## config.mk

```make
export PLATFORM = sky130hd
export DESIGN_NAME = led_pwm_fader
export DESIGN_NICKNAME = d
export VERILOG_FILES = /design/src/rtl/led_pwm_fader.sv
export SDC_FILE = /design/constraint.sdc
export NUM_CORES = 1
export LEC_CHECK = 0
export CAP_MARGIN = 20
export CORE_MARGIN = 3
export CORE_UTILIZATION = 50
export DETAILED_ROUTE_END_ITERATION = 6
export PLACE_DENSITY_LB_ADDON = 0.3
export SKIP_CTS_REPAIR_TIMING = 1
export SLEW_MARGIN = 20
export SYNTH_ARGS = -nofsm -noshare
export SYNTH_HDL_FRONTEND = slang
export SYNTH_SLANG_ARGS = --single-unit
```

## constraint.sdc

```tcl
create_clock -name clk -period 7 [get_ports clk]
set_input_delay 1.4 -clock clk [delete_from_list [all_inputs] [get_ports clk]]
set_output_delay 1.4 -clock clk [all_outputs]
set_load 0.02 [all_outputs]
```

## src/rtl/led_pwm_fader.sv

```systemverilog
// LED PWM fader: NUM_LEDS registered PWM outputs whose duties change only at
// period boundaries, with an optional triangular "breathing" brightness envelope.
module led_pwm_fader #(
  parameter int NUM_LEDS = 5,
  parameter int PRESCALE = 1024,
  parameter int STEP     = 4
) (
  input  logic                clk,
  input  logic                rst_n,
  input  logic                duty_valid,
  output logic                duty_ready,
  input  logic [2:0]          duty_idx,
  input  logic [7:0]          duty_data,
  input  logic                mode_breathe,
  output logic [NUM_LEDS-1:0] led,
  output logic                period_pulse
);

  localparam int              PS_W   = (PRESCALE > 1) ? $clog2(PRESCALE) : 1;
  localparam logic [PS_W-1:0] PS_MAX = PS_W'(PRESCALE - 1);
  localparam logic [7:0]      STEP_B = 8'(STEP);
  localparam logic [3:0]      NUM_B  = 4'(NUM_LEDS);

  typedef enum logic [1:0] {ST_STATIC, ST_RISE, ST_FALL} state_t;

  logic [PS_W-1:0] prescaler;
  logic [7:0]      pwm_cnt;
  logic            tick;
  logic            boundary;

  logic            slot_full;
  logic [2:0]      slot_idx;
  logic [7:0]      slot_data;
  logic            slot_fill;
  logic            commit;

  logic [7:0]      active_duty [NUM_LEDS];
  logic [7:0]      eff_duty    [NUM_LEDS];

  state_t          state, state_next;
  logic [7:0]      level, level_next;
  logic [8:0]      level_up;

  assign tick         = (prescaler == PS_MAX);
  assign boundary     = tick && (pwm_cnt == 8'hFF);
  assign period_pulse = boundary;

  // NOTE: sequential state uses <= so every flop samples pre-edge values.
  always_ff @(posedge clk or negedge rst_n) begin
    if (!rst_n) begin
      prescaler <= '0;
      pwm_cnt   <= '0;
    end else begin
      prescaler <= tick ? '0 : prescaler + PS_W'(1);
      if (tick) pwm_cnt <= pwm_cnt + 8'd1;
    end
  end

  // Single-entry shadow slot; out-of-range channel writes are accepted and dropped.
  assign slot_fill = duty_valid && duty_ready && ({1'b0, duty_idx} < NUM_B);
  assign commit    = boundary && slot_full;

  always_ff @(posedge clk or negedge rst_n) begin
    if (!rst_n) begin
      slot_full  <= 1'b0;
      slot_idx   <= '0;
      slot_data  <= '0;
      duty_ready <= 1'b0;
    end else begin
      if (commit) begin
        slot_full <= 1'b0;
      end else if (slot_fill) begin
        slot_full <= 1'b1;
        slot_idx  <= duty_idx;
        slot_data <= duty_data;
      end
      duty_ready <= !((slot_full && !commit) || slot_fill);
    end
  end

  // NOTE: active_duty is reset explicitly so the LEDs come up dark, never random.
  always_ff @(posedge clk or negedge rst_n) begin
    if (!rst_n) begin
      for (int i = 0; i < NUM_LEDS; i++) active_duty[i] <= '0;
    end else begin
      for (int i = 0; i < NUM_LEDS; i++)
        if (commit && (slot_idx == 3'(i))) active_duty[i] <= slot_data;
    end
  end

  always_ff @(posedge clk or negedge rst_n) begin
    if (!rst_n) begin
      state <= ST_STATIC;
      level <= 8'hFF;
    end else begin
      state <= state_next;
      level <= level_next;
    end
  end

  assign level_up = {1'b0, level} + {1'b0, STEP_B};

  // NOTE: defaults first so no path leaves state_next/level_next unassigned (no latch).
  always_comb begin
    state_next = state;
    level_next = level;
    if (boundary) begin
      unique case (state)
        ST_STATIC: begin
          if (mode_breathe) begin
            state_next = ST_RISE;
            level_next = 8'h00;
          end else begin
            level_next = 8'hFF;
          end
        end
        ST_RISE: begin
          if (!mode_breathe) begin
            state_next = ST_STATIC;
            level_next = 8'hFF;
          end else if (level_up > 9'd255) begin
            state_next = ST_FALL;
            level_next = 8'hFF;
          end else begin
            level_next = level_up[7:0];
          end
        end
        ST_FALL: begin
          if (!mode_breathe) begin
            state_next = ST_STATIC;
            level_next = 8'hFF;
          end else if (level < STEP_B) begin
            state_next = ST_RISE;
            level_next = 8'h00;
          end else begin
            level_next = level - STEP_B;
          end
        end
        default: begin
          state_next = ST_STATIC;
          level_next = 8'hFF;
        end
      endcase
    end
  end

  always_comb begin
    for (int i = 0; i < NUM_LEDS; i++)
      eff_duty[i] = (state == ST_STATIC) ? active_duty[i]
                  : 8'((16'(active_duty[i]) * 16'(level)) >> 8);
  end

  always_ff @(posedge clk or negedge rst_n) begin
    if (!rst_n) begin
      led <= '0;
    end else begin
      for (int i = 0; i < NUM_LEDS; i++) led[i] <= (eff_duty[i] > pwm_cnt);
    end
  end

endmodule

```

==> flow_summary.json <==
{
  "tightestPinTransition_ps": 906.9,
  "synth_top_area_share_pct": 24.45,
  "drive_above_1_share_pct": 6.338,
  "cts_root_buffer": "clkbuf_16",
  "vdd_drop_max_mv": 0.08881,
  "via_per_inst": 5.428,
  "num_vias": 10530,
  "min_path_cells": 1,
  "fillers": 2515,
  "antenna_cells": 0,
  "finalCritPeriodShare_pct": 89.81,
  "hold_viol": 0,
  "cts_sinks": 85,
  "cts_tree": "built",
  "die_area_sq_um": 30730,
  "start_kind": "register",
  "setup_violations": 0,
  "insertion_delay_ps": 360,
  "maxCapViolCount": 0,
  "drtAntennaViolNets": 0,
  "grt_overflow_total": 0,
  "critical_path_class": "reg2reg",
  "track_usage_pct": 22.30,
  "grt_pass1_wl_mm": 55.61,
  "ys.warnings.count": 0,
  "gp_congestion": 0.8473,
  "finClkSkew_ps": 9.516,
  "critPathMaxFanout": 39,
  "holdWs_ps": 475.4,
  "grt_max_degree": 70,
  "min_path_type": "reg2reg",
  "avgSynthCellArea_sq_um": 9.133,
  "synthFlopType": "dfrtp_1",
  "synth_area_sq_um": 14330,
  "num_rows": 61,
  "rsz0062_at_grt": "false",
  "synth_cells": 1569,
  "syn_nets": 1969,
  "fin_nets": 1957,
  "status": "complete, no violations",
  "synth_top_cell_by_area": "fa_1",
  "placed_area_sq_um": 14890,
  "initial_utilization_pct": 51.16,
  "synthArstFlopShare_pct": 100.0,
  "drc": 0,
  "drt-total-wl_mm": 32.55,
  "yosysSeqAreaShare_pct": 14.90,
  "design_area_sq_um": 15190,
  "dpl.hpwl_mm": 24.79,
  "pwr_density_cell_nw_per_um2": 67.98,
  "io_buffers": 21,
  "ys_ff_latch": 85,
  "numCtsBuffers": 9,
  "synth_edf_count": 0,
  "slew-limit-headroom_pct": 39.54,
  "crit_arrival_ps": 6520,
  "clk_path_buf_depth": 2,
  "cp-end-kind": "register",
  "grt_pass1_vias": 11148,
  "fin_tns_setup_ps": 0,
  "power_leakage_nw": 8.195,
  "critical_path_required_ps": 7230,
  "fin_crit_ps": 6287,
  "synth_cell_types": 67,
  "die_h_um": 175.3,
  "core-area_sq_um": 28010,
  "ff2ff_path_depth": 20,
  "fmax_mhz": 159.1,
  "drtIter0Drc": 504,
  "pin_count": 22,
  "drv_slew": 0,
  "die_x_um": 175.3,
  "cts_htree_levels": 3,
  "wire_per_inst_um": 16.78,
  "area_delta_synth_final_pct": 6.007,
  "ys_top_cells_by_area": "fa_1, ha_1, dfrtp_1, and2_1, inv_1",
  "antenna_found_initial": 0,
  "clk_pin_slew_ps": 70,
  "register_area_sq_um": 2136,
  "multi_input_comb_area_sq_um": 10930,
  "firstDrtPassIters": 7,
  "r2r_slack_ps": 710
}
==> through the flow <==
stage | cells | total power [W] | setup WS [ps] | util [%]
floorplan | 1569 | 0.0005118 | 1140 | -
global placement | 1924 | 0.0005359 | 929.5 | 53.14
detailed placement | 1924 | 0.0005364 | 777.5 | 53.14
CTS | 1940 | 0.001045 | 745.0 | 54.23
global route | 1940 | 0.001068 | 290.3 | 54.23
finish | 1940 | 0.001033 | 713.3 | 54.23
==> cells in the mapped netlist (3+ instances only) <==
cell	n
a2111oi_0	3
o21a_1	11
ha_1	210
mux2_4	16
nand2_1	149
o31ai_1	5
dfrtp_1	78
o2111ai_1	4
nor2b_1	9
and3_1	7
o211ai_1	3
nor3b_1	3
nand2b_1	10
nand4_1	8
a21oi_1	63
nor2_1	49
clkbuf_1	49
xnor2_1	25
nor3_1	7
a211o_1	3
or3_1	6
nand3_1	21
a21o_1	15
buf_1	5
a22o_1	4
dfstp_2	7
inv_1	276
mux2_2	37
and2_1	172
and4_1	4
fa_1	175
a31oi_1	15
a211oi_1	6
o21ai_0	42
xor2_1	27
==> sequential cells by signal (all words and copies together), names as in the netlist <==
signal and count:
active_duty 40, duty_ready 1, level 7, prescaler 10, state 2, slot_full 1, slot_idx 3, slot_data 8
led 5, pwm_cnt 8
==> report_power, final <==
| part | leakage [nW] | switching, W | internal, W |
|---|---|---|---|
| Combinational | 6.90 | 0.0000204 | 0.0000110 |
| Clock | 0.149 | 0.000224 | 0.000282 |
| Sequential | 1.14 | 0.00000308 | 0.000492 |
| Total | 8.20 | 0.000247 | 0.000786 |
==> cell type report <==
cell class | instances | share of cell area, %
well taps | 378 | 3.113
clock buffers | 9 | 1.483
multi-input cells | 1150 | 71.95
inverters | 277 | 6.853
flip-flops and latches | 85 | 14.06
repair buffers | 34 | 2.010
clock inverters | 7 | 0.5271
==> routing by layer <==
layer	wire length, um	share of wire [%]	global-route usage (%)
met1	14820	46	29.41
met2	15540	48	38.62
met3	1042	3.2	1.924
met4	1146	3.5	7.879
met5	0	0	0
==> path summary, 6_finish.rpt <==
kind	startpoint	to
setup / recovery	level[2]	led[4]
hold reg to reg	pwm_cnt[5]	pwm_cnt[5]
hold / removal	pwm_cnt[5]	pwm_cnt[5]
min in group asynchronous	rst_n	prescaler[4]
setup reg to reg	level[2]	led[4]
max in group asynchronous	rst_n	duty_ready
==> placed cells by master, fill, tap and decap left out, types with 4 or more instances in the layout <==
cell and count:
nor3_1 7, mux2_4 16, dfrtp_1 78, nor2b_1 9
a22o_1 4, inv_1 276, nand4_1 8, o21a_1 11
mux2_2 37, and3_1 7, nand3_1 21, and4_1 4
a31oi_1 15, nor2_1 48, a211oi_1 6, o2111ai_1 4
xnor2_1 25, ha_1 210, buf_4 14, dfstp_2 7
nand2_1 149, or3_1 6, o21ai_0 42, nand2b_1 10
and2_1 172, clkdlybuf4s50_1 20, fa_1 175, a21o_1 15
o31ai_1 5, xor2_1 27, a21oi_1 63, clkbuf_16 9
==> cell families (layout without fill, tap and decap cells) <==
kind of cell    after synthesis  in the layout  share of synthesized area [%]
simple gates                460            460                          16.82
mux                          55             55                          4.724
compound gates              198            198                          8.723
buf+inv                     334            327                          8.871
fa+ha+maj                   385            385                          42.78
flops                        85             85                          14.90
xor+xnor                     52             52                          3.178
==> critical path, cell delays in order, from the launching register on <==
cell and delay [ps]:
dfstp_2 1080, nand2_1 160, fa_1 490, fa_1 490, inv_1 60, fa_1 540, inv_1 60, fa_1 530
inv_1 40, ha_1 200, a2111oi_0 420, o31ai_1 150, a21oi_1 290, a21boi_0 220, or3_1 350, a31o_2 240
ha_1 290, a21o_1 180, a21oi_1 180, a22o_1 150, a21oi_1 40
No activity file was read; power rests on OpenSTA's default activity.
